### config.mk
export PLATFORM = sky130hd
export DESIGN_NAME = exec_unit
export DESIGN_NICKNAME = d
export VERILOG_FILES = /design/src/rtl/exec_unit.sv
export SDC_FILE = /design/constraint.sdc
export NUM_CORES = 1
export LEC_CHECK = 0
export CAP_MARGIN = 20
export CORE_ASPECT_RATIO = 1.5
export CORE_MARGIN = 1
export CORE_UTILIZATION = 60
export CTS_BUF_LIST = sky130_fd_sc_hd__clkbuf_4 sky130_fd_sc_hd__clkbuf_8
export CTS_CLUSTER_DIAMETER = 200
export CTS_CLUSTER_SIZE = 20
export DETAILED_ROUTE_END_ITERATION = 10
export GPL_ROUTABILITY_DRIVEN = 0
export PLACE_DENSITY = 0.94
export SYNTH_ARGS = -nofsm -noshare
export SYNTH_HDL_FRONTEND = slang
export SYNTH_SLANG_ARGS = --single-unit
### constraint.sdc
create_clock -name clk -period 7.8 [get_ports clk]
set_input_delay 1.56 -clock clk [delete_from_list [all_inputs] [get_ports clk]]
set_output_delay 1.56 -clock clk [all_outputs]
set_load 0.01 [all_outputs]
### src/rtl/exec_unit.sv
// Multi-cycle execute unit: fetches two operands from a registered-read register
// file, runs an 8-op ALU or a DATA_W-cycle shift-add multiply, then writes back.
module exec_unit #(
  parameter int DATA_W = 8,
  parameter int ADDR_W = 3
) (
  input  logic              clk,
  input  logic              rst_n,
  input  logic              in_valid,
  output logic              in_ready,
  input  logic [2:0]        opcode,
  input  logic [ADDR_W-1:0] rd,
  input  logic [ADDR_W-1:0] rs1,
  input  logic [ADDR_W-1:0] rs2,
  output logic [ADDR_W-1:0] rf_read_port_1,
  output logic [ADDR_W-1:0] rf_read_port_2,
  input  logic [DATA_W-1:0] rf_read_data_1,
  input  logic [DATA_W-1:0] rf_read_data_2,
  output logic [ADDR_W-1:0] rf_write_port,
  output logic [DATA_W-1:0] rf_write_data,
  output logic              rf_write_enable,
  output logic              done,
  output logic              busy,
  output logic              zero_flag,
  output logic              carry_flag
);

  // state   | meaning
  // ST_IDLE | waiting for an instruction, in_ready high
  // ST_RD   | read addresses presented, register file loads read data
  // ST_EX   | read data valid, operands captured on exit
  // ST_MUL  | shift-add multiply, one multiplier bit per cycle
  // ST_WB   | single write-back cycle with done pulse
  typedef enum logic [2:0] {ST_IDLE, ST_RD, ST_EX, ST_MUL, ST_WB} state_t;

  localparam logic [2:0] OP_ADD = 3'd0;
  localparam logic [2:0] OP_SUB = 3'd1;
  localparam logic [2:0] OP_AND = 3'd2;
  localparam logic [2:0] OP_OR  = 3'd3;
  localparam logic [2:0] OP_XOR = 3'd4;
  localparam logic [2:0] OP_SLT = 3'd5;
  localparam logic [2:0] OP_MUL = 3'd6;
  localparam logic [2:0] OP_NOP = 3'd7;
  localparam int CNT_W = (DATA_W > 1) ? $clog2(DATA_W) : 1;

  state_t                state, state_nxt;
  logic [2:0]            op_q;
  logic [ADDR_W-1:0]     rd_q, rs1_q, rs2_q;
  logic [2*DATA_W-1:0]   mcand, acc, acc_nxt;
  logic [DATA_W-1:0]     mplier;
  logic [CNT_W-1:0]      cnt;
  logic [DATA_W-1:0]     alu_res;
  logic                  alu_c;

  assign in_ready        = (state == ST_IDLE);
  assign busy            = !in_ready;
  assign rf_write_enable = (state == ST_WB);
  assign done            = (state == ST_WB) || ((state == ST_EX) && (op_q == OP_NOP));
  assign rf_read_port_1  = rs1_q;
  assign rf_read_port_2  = rs2_q;
  assign acc_nxt         = mplier[0] ? (acc + mcand) : acc;

  always_comb begin
    alu_res = '0;
    alu_c   = 1'b0;
    case (op_q)
      OP_ADD:  {alu_c, alu_res} = {1'b0, rf_read_data_1} + {1'b0, rf_read_data_2};
      OP_SUB:  {alu_c, alu_res} = {1'b0, rf_read_data_1} - {1'b0, rf_read_data_2};
      OP_AND:  alu_res = rf_read_data_1 & rf_read_data_2;
      OP_OR:   alu_res = rf_read_data_1 | rf_read_data_2;
      OP_XOR:  alu_res = rf_read_data_1 ^ rf_read_data_2;
      OP_SLT:  alu_res = {{(DATA_W-1){1'b0}}, ($signed(rf_read_data_1) < $signed(rf_read_data_2))};
      default: ;
    endcase
  end

  always_comb begin
    state_nxt = state;
    case (state)
      ST_IDLE: if (in_valid) state_nxt = ST_RD;
      ST_RD:   state_nxt = ST_EX;
      ST_EX: begin
        if (op_q == OP_NOP)      state_nxt = ST_IDLE;
        else if (op_q == OP_MUL) state_nxt = ST_MUL;
        else                     state_nxt = ST_WB;
      end
      ST_MUL:  if (cnt == '0) state_nxt = ST_WB;
      ST_WB:   state_nxt = ST_IDLE;
      default: state_nxt = ST_IDLE;
    endcase
  end

  always_ff @(posedge clk or negedge rst_n) begin
    if (!rst_n) begin
      state         <= ST_IDLE;
      op_q          <= '0;
      rd_q          <= '0;
      rs1_q         <= '0;
      rs2_q         <= '0;
      mcand         <= '0;
      mplier        <= '0;
      acc           <= '0;
      cnt           <= '0;
      rf_write_port <= '0;
      rf_write_data <= '0;
      zero_flag     <= 1'b0;
      carry_flag    <= 1'b0;
    end else begin
      state <= state_nxt;
      case (state)
        ST_IDLE: if (in_valid) begin
          op_q  <= opcode;
          rd_q  <= rd;
          rs1_q <= rs1;
          rs2_q <= rs2;
        end
        ST_EX: begin
          mcand  <= {{DATA_W{1'b0}}, rf_read_data_1};
          mplier <= rf_read_data_2;
          acc    <= '0;
          cnt    <= CNT_W'(DATA_W - 1);
          if (op_q != OP_MUL && op_q != OP_NOP) begin
            rf_write_port <= rd_q;
            rf_write_data <= alu_res;
            zero_flag     <= (alu_res == '0);
            carry_flag    <= alu_c;
          end
        end
        ST_MUL: begin
          acc    <= acc_nxt;
          mcand  <= mcand << 1;
          mplier <= mplier >> 1;
          cnt    <= cnt - 1'b1;
          // Final step: the result is the accumulator including this cycle's add.
          if (cnt == '0) begin
            rf_write_port <= rd_q;
            rf_write_data <= acc_nxt[DATA_W-1:0];
            zero_flag     <= (acc_nxt[DATA_W-1:0] == '0);
            carry_flag    <= |acc_nxt[2*DATA_W-1:DATA_W];
          end
        end
        default: ;
      endcase
    end
  end

endmodule

==> metrics <==
outcome complete, no violations; cell accounting for the most synthesized area dfrtp_1; Peak VDD IR ~0.00019 V; worst r2r path cells 10; synth warn 0; vias per inst roughly 6.3; residual DRC count 0; core area between 0.008 and 0.009 mm2; Hold Path Sink cnt[0]$_DFFE_PN0P_; row count 40; number of hold violations in the final report 0; CTS resizes 0; proportion of layout cells with a drive suffix above 1 0.0770; Longest Clk Path Bufs 2; hold path depth 1; initial antenna violation count 0; TNS Setup 0 ns; Yosys reg bits just over 70; type of the worst setup path in2reg; final setup fails 0; register area share after synthesis 0.350; Root Buffer clkbuf_8; Crit. End Element flop; clk_skew 0.00872 ns; top-count cell post-synth nand2_1; Fmax achieved roughly 230 MHz; Slew HR 0.297; Lkg Pwr around 2.8 nW; top cell type's share of synthesized area 0.350; Fillers just under 600; Crit Path Max Fanout 13; max incr delay on CP between 0.7 and 0.8 ns; hold path start cnt[0]$_DFFE_PN0P_; post-CTS setup buffer count 0; Iter 0 DRT Violations just over 400; Final Critical Period ~4.3 ns; syn_nets about 660; DRT Pass-1 Iters 5; crit path launch type input pin; critical path arrival about 4.5 ns; slowest stage cell, crit path a2111oi_0; H-tree depth 3; CP Cell Sequence clkdlybuf4s50_1, inv_1, ha_1, nor3_1, a2111oi_0, nor3_1, o31ai_1, o311ai_1, mux2i_1, o21ai_1; r2r startpoint mcand[0]$_DFFE_PN0P_; cell count after synthesis 582; Commonest cells post-synth nand2_1 (84), dfrtp_1 (71), ha_1 (43), o21ai_0 (42), nor2_1 (34); max cap viols 0; Tot Pwr a little over 0.002 W; hpwl dp 9650 um; IO buf count 53; Via Count between 4000 and 5000; Starting Density 0.627; Worst Max-Slew Pin Slew 1.05 ns; CTS tree yes; r2r endpoint carry_flag$_DFFE_PN0P_; Most used DFF post-synth dfrtp_1; final worst-path cycle share 0.546; asr flop ratio synth 1.00; most used cell, CP nor3_1; area delta synth->final 16.4%; Slew Limit Fails 0; Post-synth EDFFs 0; vias in the first global route between 4000 and 5000; Routed WL around 13000 um; Cell Area, Synth slightly above 0.005 mm2; Congestion Overflow GR 0; syn avg cell area approximately 8.7 um2; Synth area leaders dfrtp_1 (35%), ha_1 (11%), nand2_1 (6.2%), o21ai_0 (4.1%), mux2i_1 (3.9%); overall global routing resource usage 0.318; largest net degree at the start of global routing 72; die height approximately 110 um; Hold/Removal Path Class reg2reg; n_diodes 0; nets ~700; CTS Sinks 71; post-DR wirelength/cell 18.1 um; TritonCTS Buffers 9; Die ar. approximately 0.009 mm2; RSZ-0062 raised after global routing no; Power Density roughly 350 mW/mm2; post-route ant nets 0; Hold-fix buffers, CTS 0; fin util 0.729; Worst-Skew Late Latency approximately 0.36 ns; # IOs 54; clk slew on worst S/H paths 0.08 ns; R2R Setup Slk approximately 4.5 ns; Netlist cell types 60; Critical Path RT approximately 8 ns; die width between 70 and 80 um; first-pass GRT wire length 21800 um
-- worst max-delay path by stage --
stage	from	end	cells after the start
6_report	rf_read_data_1[4]	rf_write_data[7]$_DFFE_PN0P_	10
5_1_grt	rf_read_data_1[4]	rf_write_data[7]$_DFFE_PN0P_	10
4_1_cts	rf_read_data_1[4]	rf_write_data[7]$_DFFE_PN0P_	10
3_5_place_dp	rf_read_data_1[4]	rf_write_data[7]$_DFFE_PN0P_	10
3_3_place_gp	rf_read_data_1[2]	rf_write_data[0]$_DFFE_PN0P_	11
2_1_floorplan	rf_read_data_1[0]	zero_flag$_DFFE_PN0P_	10
-- per-stage QoR --
stage                     hold WS [ns]  setup WS [ns]  instances  instance area (um2)
after floorplan                  0.435           4.23        582                 5080
after global placement           0.445           3.54        712                 5650
after detailed placement         0.464           3.30        712                 5650
after CTS                        0.479           3.66        728                 5910
after global routing             0.501           3.37        728                 5910
final                            0.481           3.54        728                 5910
-- registers in the layout, indices dropped and copies added, names as in the netlist --
signal,flops
rd_q,3
acc,16
mcand,16
rf_read_port_1,3
carry_flag,1
rf_write_data,8
state,3
zero_flag,1
cnt,3
op_q,3
rf_write_port,3
mplier,8
rf_read_port_2,3
-- layer usage --
layer | up-vias | global-route usage | share of wire
li1 | 2142 | - | -
met1 | 2191 | 0.354 | 0.37
met2 | 210 | 0.541 | 0.52
met3 | 74 | 0.0566 | 0.049
met4 | 0 | 0.240 | 0.062
met5 | - | 0 | 0
-- kinds of logic after synthesis --
group / count (synthesis) / synth area share
flops: 71 / 0.350
simple gates: 183 / 0.162
fa+ha+maj: 46 / 0.118
compound gates: 166 / 0.222
xor+xnor: 14 / 0.0241
buf+inv: 66 / 0.0490
mux: 36 / 0.0756
-- layout by cell type, fill, tap and decap left out, types with 4 or more instances in the layout --
cell / Yosys / final
nand3_1: 16 / 16
a211oi_1: 4 / 4
and2_1: 4 / 4
nand2_1: 84 / 84
clkdlybuf4s50_1: 0 / 52
mux2_2: 15 / 15
xor2_1: 5 / 5
ha_1: 43 / 43
o21ai_0: 42 / 42
clkbuf_8: 0 / 12
buf_4: 0 / 4
o31ai_1: 10 / 10
nor3_1: 11 / 11
a21oi_1: 31 / 31
a31oi_1: 7 / 7
inv_1: 32 / 32
a21o_1: 15 / 15
nor2b_1: 9 / 9
nand2b_1: 7 / 6
dfrtp_1: 71 / 71
a22o_1: 9 / 9
mux2i_1: 20 / 20
xnor2_1: 9 / 9
nor2_1: 34 / 34
o211ai_1: 9 / 9
o21bai_1: 4 / 4
-- where the power goes --
part	switching (W)	leakage (nW)	internal [W]
clock	0.000143	0.133	0.000240
combinational	0.000574	1.78	0.000449
sequential	0.000157	0.905	0.000505
-- worst max-delay path: cells and delay by family --
family,cells,cell delay (ns)
and+or+nand+nor,2,0.29
muxes,1,0.19
buffers and inverters,2,0.64
adders and majority gates,1,0.53
AOI/OAI and AO/OA,4,1.26
-- cell type report --
class | count | area [um2] | share of cell area
Multi-Input combinational cell | 445 | 3060 | 0.517
Sequential cell | 71 | 1780 | 0.300
Timing Repair Buffer | 57 | 556 | 0.0939
Clock buffer | 12 | 165 | 0.0279
Tap cell | 105 | 131 | 0.0222
Inverter | 34 | 128 | 0.0216
Clock inverter | 4 | 98.8 | 0.0167
Power figures use the tool's default switching activity.
